File: src/rtl/seq_ctrl_pkg.sv
// seq_ctrl_pkg: shared opcodes, ALU selects, FSM states and instruction field positions.
package seq_ctrl_pkg;
  typedef enum logic [3:0] {
    OP_NOP  = 4'h0,
    OP_ADD  = 4'h1,
    OP_SUB  = 4'h2,
    OP_AND  = 4'h3,
    OP_OR   = 4'h4,
    OP_ADDI = 4'h5,
    OP_BEQ  = 4'h6,
    OP_HALT = 4'hF
  } opcode_e;
  typedef enum logic [1:0] {S_IDLE, S_FETCH, S_EXEC, S_HALT} state_e;
  localparam logic [1:0] ALU_AND = 2'b00;
  localparam logic [1:0] ALU_OR  = 2'b01;
  localparam logic [1:0] ALU_ADD = 2'b10;
  localparam logic [1:0] ALU_SUB = 2'b11;
  localparam int OP_LO  = 16;
  localparam int RD_LO  = 12;
  localparam int RS1_LO = 8;
  localparam int RS2_LO = 4;
  localparam int IMM_LO = 0;
endpackage

File: src/rtl/instr_decoder.sv
// instr_decoder: combinational decode of the held instruction into datapath controls.
module instr_decoder
  import seq_ctrl_pkg::*;
(
  input  logic [19:0] i_ir,
  output logic [3:0]  o_ra1,
  output logic [3:0]  o_ra2,
  output logic [3:0]  o_wa,
  output logic        o_we_raw,
  output logic        o_alu_src,
  output logic [1:0]  o_alu_ctrl,
  output logic [7:0]  o_imm,
  output logic        o_is_branch,
  output logic        o_is_halt
);
  logic [3:0] w_op;
  assign w_op        = i_ir[OP_LO+:4];
  assign o_ra1       = i_ir[RS1_LO+:4];
  assign o_ra2       = i_ir[RS2_LO+:4];
  assign o_wa        = i_ir[RD_LO+:4];
  assign o_imm       = i_ir[IMM_LO+:8];
  // r0 is hardwired, so writes to it are suppressed here
  assign o_we_raw    = w_op >= OP_ADD && w_op <= OP_ADDI && o_wa != 4'd0;
  assign o_alu_src   = w_op == OP_ADDI;
  assign o_alu_ctrl  = (w_op == OP_SUB || w_op == OP_BEQ) ? ALU_SUB :
                       w_op == OP_AND ? ALU_AND :
                       w_op == OP_OR  ? ALU_OR  : ALU_ADD;
  assign o_is_branch = w_op == OP_BEQ;
  assign o_is_halt   = w_op == OP_HALT;
endmodule

File: src/rtl/instr_seq_ctrl.sv
// instr_seq_ctrl: fetch/execute sequencer driving register-file/ALU controls.
// Controls are decoded from IR, which only changes on fetch, so they hold between EXECs.
module instr_seq_ctrl
  import seq_ctrl_pkg::*;
#(
  parameter int PC_W = 8,
  parameter int IW   = 20
) (
  input  logic            CLK,
  input  logic            nRST,
  input  logic            start,
  output logic            imem_req,
  output logic [PC_W-1:0] imem_addr,
  input  logic            imem_valid,
  input  logic [IW-1:0]   imem_data,
  input  logic            Zero,
  output logic [3:0]      RA1,
  output logic [3:0]      RA2,
  output logic [3:0]      WA,
  output logic            write_enable,
  output logic            ALUSrc,
  output logic [1:0]      ALUControl,
  output logic [7:0]      immediate,
  output logic            busy,
  output logic            halted,
  output logic [15:0]     retired
);
  state_e          r_state, w_next;
  logic [PC_W-1:0] r_pc;
  logic [IW-1:0]   r_ir;
  logic [15:0]     r_retired;
  logic            w_we_raw, w_is_branch, w_is_halt;
  instr_decoder u_dec (
    .i_ir        (r_ir),
    .o_ra1       (RA1),
    .o_ra2       (RA2),
    .o_wa        (WA),
    .o_we_raw    (w_we_raw),
    .o_alu_src   (ALUSrc),
    .o_alu_ctrl  (ALUControl),
    .o_imm       (immediate),
    .o_is_branch (w_is_branch),
    .o_is_halt   (w_is_halt)
  );
  always_comb begin
    w_next = r_state;
    w_next = r_state == S_IDLE  ? (start ? S_FETCH : S_IDLE) :
             r_state == S_FETCH ? (imem_valid ? S_EXEC : S_FETCH) :
             r_state == S_EXEC  ? (w_is_halt ? S_HALT : S_FETCH) : S_HALT;
  end
  always_ff @(posedge CLK or negedge nRST) begin
    if (!nRST) begin
      r_state   <= S_IDLE;
      r_pc      <= '0;
      r_ir      <= '0;
      r_retired <= '0;
    end else begin
      r_state <= w_next;
      if (r_state == S_FETCH && imem_valid) r_ir <= imem_data;
      if (r_state == S_EXEC) begin
        r_pc      <= (w_is_branch && Zero) ? PC_W'(immediate) : r_pc + PC_W'(1);
        r_retired <= r_retired + 16'd1;
      end
    end
  end
  assign imem_req     = r_state == S_FETCH;
  assign imem_addr    = r_pc;
  assign write_enable = w_we_raw && r_state == S_EXEC;
  assign busy         = r_state == S_FETCH || r_state == S_EXEC;
  assign halted       = r_state == S_HALT;
  assign retired      = r_retired;
endmodule

File: config.mk
export PLATFORM = sky130hd
export DESIGN_NAME = instr_seq_ctrl
export DESIGN_NICKNAME = d
export VERILOG_FILES = /design/src/rtl/seq_ctrl_pkg.sv /design/src/rtl/instr_decoder.sv /design/src/rtl/instr_seq_ctrl.sv
export SDC_FILE = /design/constraint.sdc
export NUM_CORES = 1
export LEC_CHECK = 0
export CAP_MARGIN = 30
export CORE_MARGIN = 5
export CORE_UTILIZATION = 41
export DETAILED_ROUTE_END_ITERATION = 10
export PLACE_DENSITY = 0.75
export SLEW_MARGIN = 30
export SYNTH_ARGS = -nofsm -noshare
export SYNTH_HDL_FRONTEND = slang
export SYNTH_SLANG_ARGS = --single-unit
File: constraint.sdc
create_clock -name CLK -period 1.51 [get_ports CLK]
set_input_delay 0.151 -clock CLK [delete_from_list [all_inputs] [get_ports CLK]]
set_output_delay 0.151 -clock CLK [all_outputs]
set_load 0.01 [all_outputs]
==> reports/summary.txt <==
worst hold slack: 0.314 ns
Worst EP required: 1.36 ns
CP cell instances: buf_6 -> or3b_1 -> a21o_1 -> buf_2
reg2reg end: retired[11]
final worst slack: -0.0731 ns
synth warn: 0
NumNets Final: 317
CP max stage cell: dfrtp_1
# DRC: 0
Vias per Instance: 4.98
mux cell area share after synthesis: 13.3%
Final Critical Period: 1.58 ns
Adder-Cell Fraction of Synth Area: 3.23%
cells after synthesis: 199
largest net degree at the start of global routing: 22
worst-margin pin slew: 0.412 ns
power per cell area: 1700 nW/um^2
via count: 1,789
Hold WC Path Type: in -> async
ratio of cells with drive above 1 in the final layout: 31.0%
Placer Congestion: 0.762
reg2reg start: r_state[0]
dpl cells: 343
Setup crit start kind: flop
CTS root buf: clkbuf_8
Clock Skews: 0.00508 ns
Rows: 27
placed instance area: 3150 um^2
WL/cell: 15.0 um
Die X: 85.3 um
CP max stage delay: 0.38 ns
syn nets: 230
Pint: 3.92 mW
Pre-antenna DRT Iters: 3
NetSw: 1.98 mW
CTS clk-pin slew, worst paths: 0.08 ns
leading cell types by total area after synthesis: dfrtp_1, mux2_2, buf_4
Core Util, Final: 63.1%
Mapped Area: 2320 um^2
Iteration-0 DRC Markers: 61
I/O Pins: 76
RSZ-0062 raised after global routing: true
final instance area: 3480 um^2
Final Hold Vio Count: 0
first-pass GRT wire length: 8290 um
max cap viols: 0
Max IR drop VDD: 950 uV
GRT Overall Usage: 14.2%
Antenna Cells: 0
Async SR Flop Fraction: 100%
Crit Path Max Fanout: 4
fin crit share: 105%
number of distinct library cells after synthesis: 40
Top FF cell, synth: dfrtp_1
DP HPWL: 4020 um
Clock Latency Late Sink: 0.29 ns
area share of the largest cell type after synthesis: 49.5%
sequential area share after synthesis: 49.5%
post-route ant nets: 0
compound-gate portion of the synthesized area: 5.60%
Avg Cell Area, Syn: 11.7 um^2
Static Leakage: 1.55 nW
Arrival @ worst endpoint: 1.43 ns
Final setup viols: 3
Core ar.: 5510 um^2
Starting Density: 42.2%
die area: 7270 um^2
Rel. slew slack: 72.5%
clock sink total: 46
GRT overflow: 0
Crit. End Element: primary output
post-synthesis simple-gate area fraction: 13.9%
largest family of logic cells by synthesized area: simple AND/OR/NAND/NOR gates
violated checks: negative setup slack
H-tree depth: 2
Yosys top cell by area: dfrtp_1
EDFF count, synth: 0
initial antenna violation count: 0
CTS tree: done
combinational group share of total power: 49.8%
status: complete, but fails checks
cts bufs inserted: 5
CTS max path bufs: 2
Synth Register Bits: 46
area delta synth->final: 49.6%
critical path class: reg -> out
clock network power share: 14.5%
Max Clk Rate: 0.632 GHz
register share of total power: 35.7%
PortBufs: 75
final WL: 5380 um
Layout Cells excl Fill: 359
Sw Ratio: 33.6%
Reg2Reg Setup Slack: 0 ns
die height: 85.3 um
worst r2r path cells: 7
XOR/XNOR Fraction of Synth Area: 5.65%
fin. max-slew vios: 0
vias in the first global route: 1,776
state kept, by name, summed over array words and instances (netlist names):
name and cells:
imem_addr 8, r_ir 20, r_state 2, retired 16
Yosys cell counts, types with 2 or more instances:
cell type / number
a21boi_1: 3
a2bb2oi_1: 3
a31oi_1: 2
and3_1: 2
and4_1: 4
buf_2: 3
buf_4: 20
clkbuf_1: 2
dfrtp_1: 46
ha_1: 6
inv_1: 4
mux2_2: 22
mux2i_1: 5
nand2_1: 15
nand3_1: 9
nand4_1: 5
nor2_1: 7
nor3_1: 3
nor3_2: 2
o21ai_0: 2
o21ai_1: 2
xnor2_1: 10
xor2_1: 5
final cells by class:
type / count / area (um^2)
Clock buffer: 8 / 110
Fill cell: 432 / 2030
Inverter: 4 / 15.0
Multi-Input combinational cell: 122 / 1050
Sequential cell: 46 / 1160
Tap cell: 72 / 90.1
Timing Repair Buffer: 107 / 1060
stage by stage:
step	setup slack, ns	setup TNS (ns)	power [mW]
floorplan	0.0574	0	3.62
global placement	-0.0469	-0.155	4.76
detailed placement	-0.0755	-0.428	4.84
CTS	-0.0868	-0.438	5.81
global route	-0.147	-0.754	6.26
finish	-0.0731	-0.108	5.90
routing by layer:
metal	track usage, %	routed length [um]	vias up
met3	4.66	317	4
met5	0	0	-
met2	25.8	2900	44
li1	-	-	852
met4	3.45	31	0
met1	15.9	2130	889
worst max-delay path, delay by kind of cell, from the launching register on:
kind	cells	cell delay [ns]
buffers and inverters	2	0.25
AO/OA/AOI/OAI	1	0.16
flip-flops	1	0.38
AND/OR/NAND/NOR	1	0.34
cell families after synthesis:
group | after synthesis
AND/OR/NAND/NOR | 55
multiplexers | 28
flip-flops | 46
buffers and inverters | 31
AO/OA/AOI/OAI | 18
XOR/XNOR | 15
adder cells (fa/ha/maj) | 6
worst max-delay path by stage:
stage | start | end | slack (ns) | depth (start not counted)
2_1_floorplan | r_state[0] | retired[11] | 0.06 | 6
3_3_place_gp | r_ir[17] | ALUControl[1] | -0.05 | 3
3_5_place_dp | r_state[0] | retired[11] | -0.08 | 7
4_1_cts | r_state[0] | retired[11] | -0.09 | 7
5_1_grt | r_ir[18] | ALUControl[1] | -0.15 | 4
6_report | r_ir[18] | ALUControl[1] | -0.07 | 4
power by group through the flow:
stage / clock [mW] / sequential [mW] / combinational, mW
after global routing: 0.938 / 2.17 / 3.15
after CTS: 0.885 / 2.09 / 2.84
after detailed placement: 0 / 2.10 / 2.74
after global placement: 0 / 2.08 / 2.68
final: 0.854 / 2.11 / 2.94
after floorplan: 0 / 2.07 / 1.55
cell usage in the layout (no fill, tap or decap), types with 3 or more instances in the layout:
cell,instances
clkdlybuf4s50_1,64
dfrtp_1,40
mux2_2,22
buf_4,21
nand2_1,14
xnor2_1,10
buf_6,9
clkbuf_8,8
nor2_1,7
nand3_1,7
dfrtp_2,6
mux2i_1,5
nand4_1,5
xor2_1,5
and4_1,4
buf_2,4
a21boi_1,3
a2bb2oi_1,3
ha_1,3
ha_4,3
dlymetal6s2s_1,3
repair_timing:
item                       4_1_cts  5_1_grt
buffers inserted                 5        1
hold endpoints to repair        16        0
hold buffers                     1        0
gates resized for setup         35       25
setup endpoints to repair       20       50
pin swaps                        7        7
gates cloned                     0        2
(Power assumes the default switching activity.)
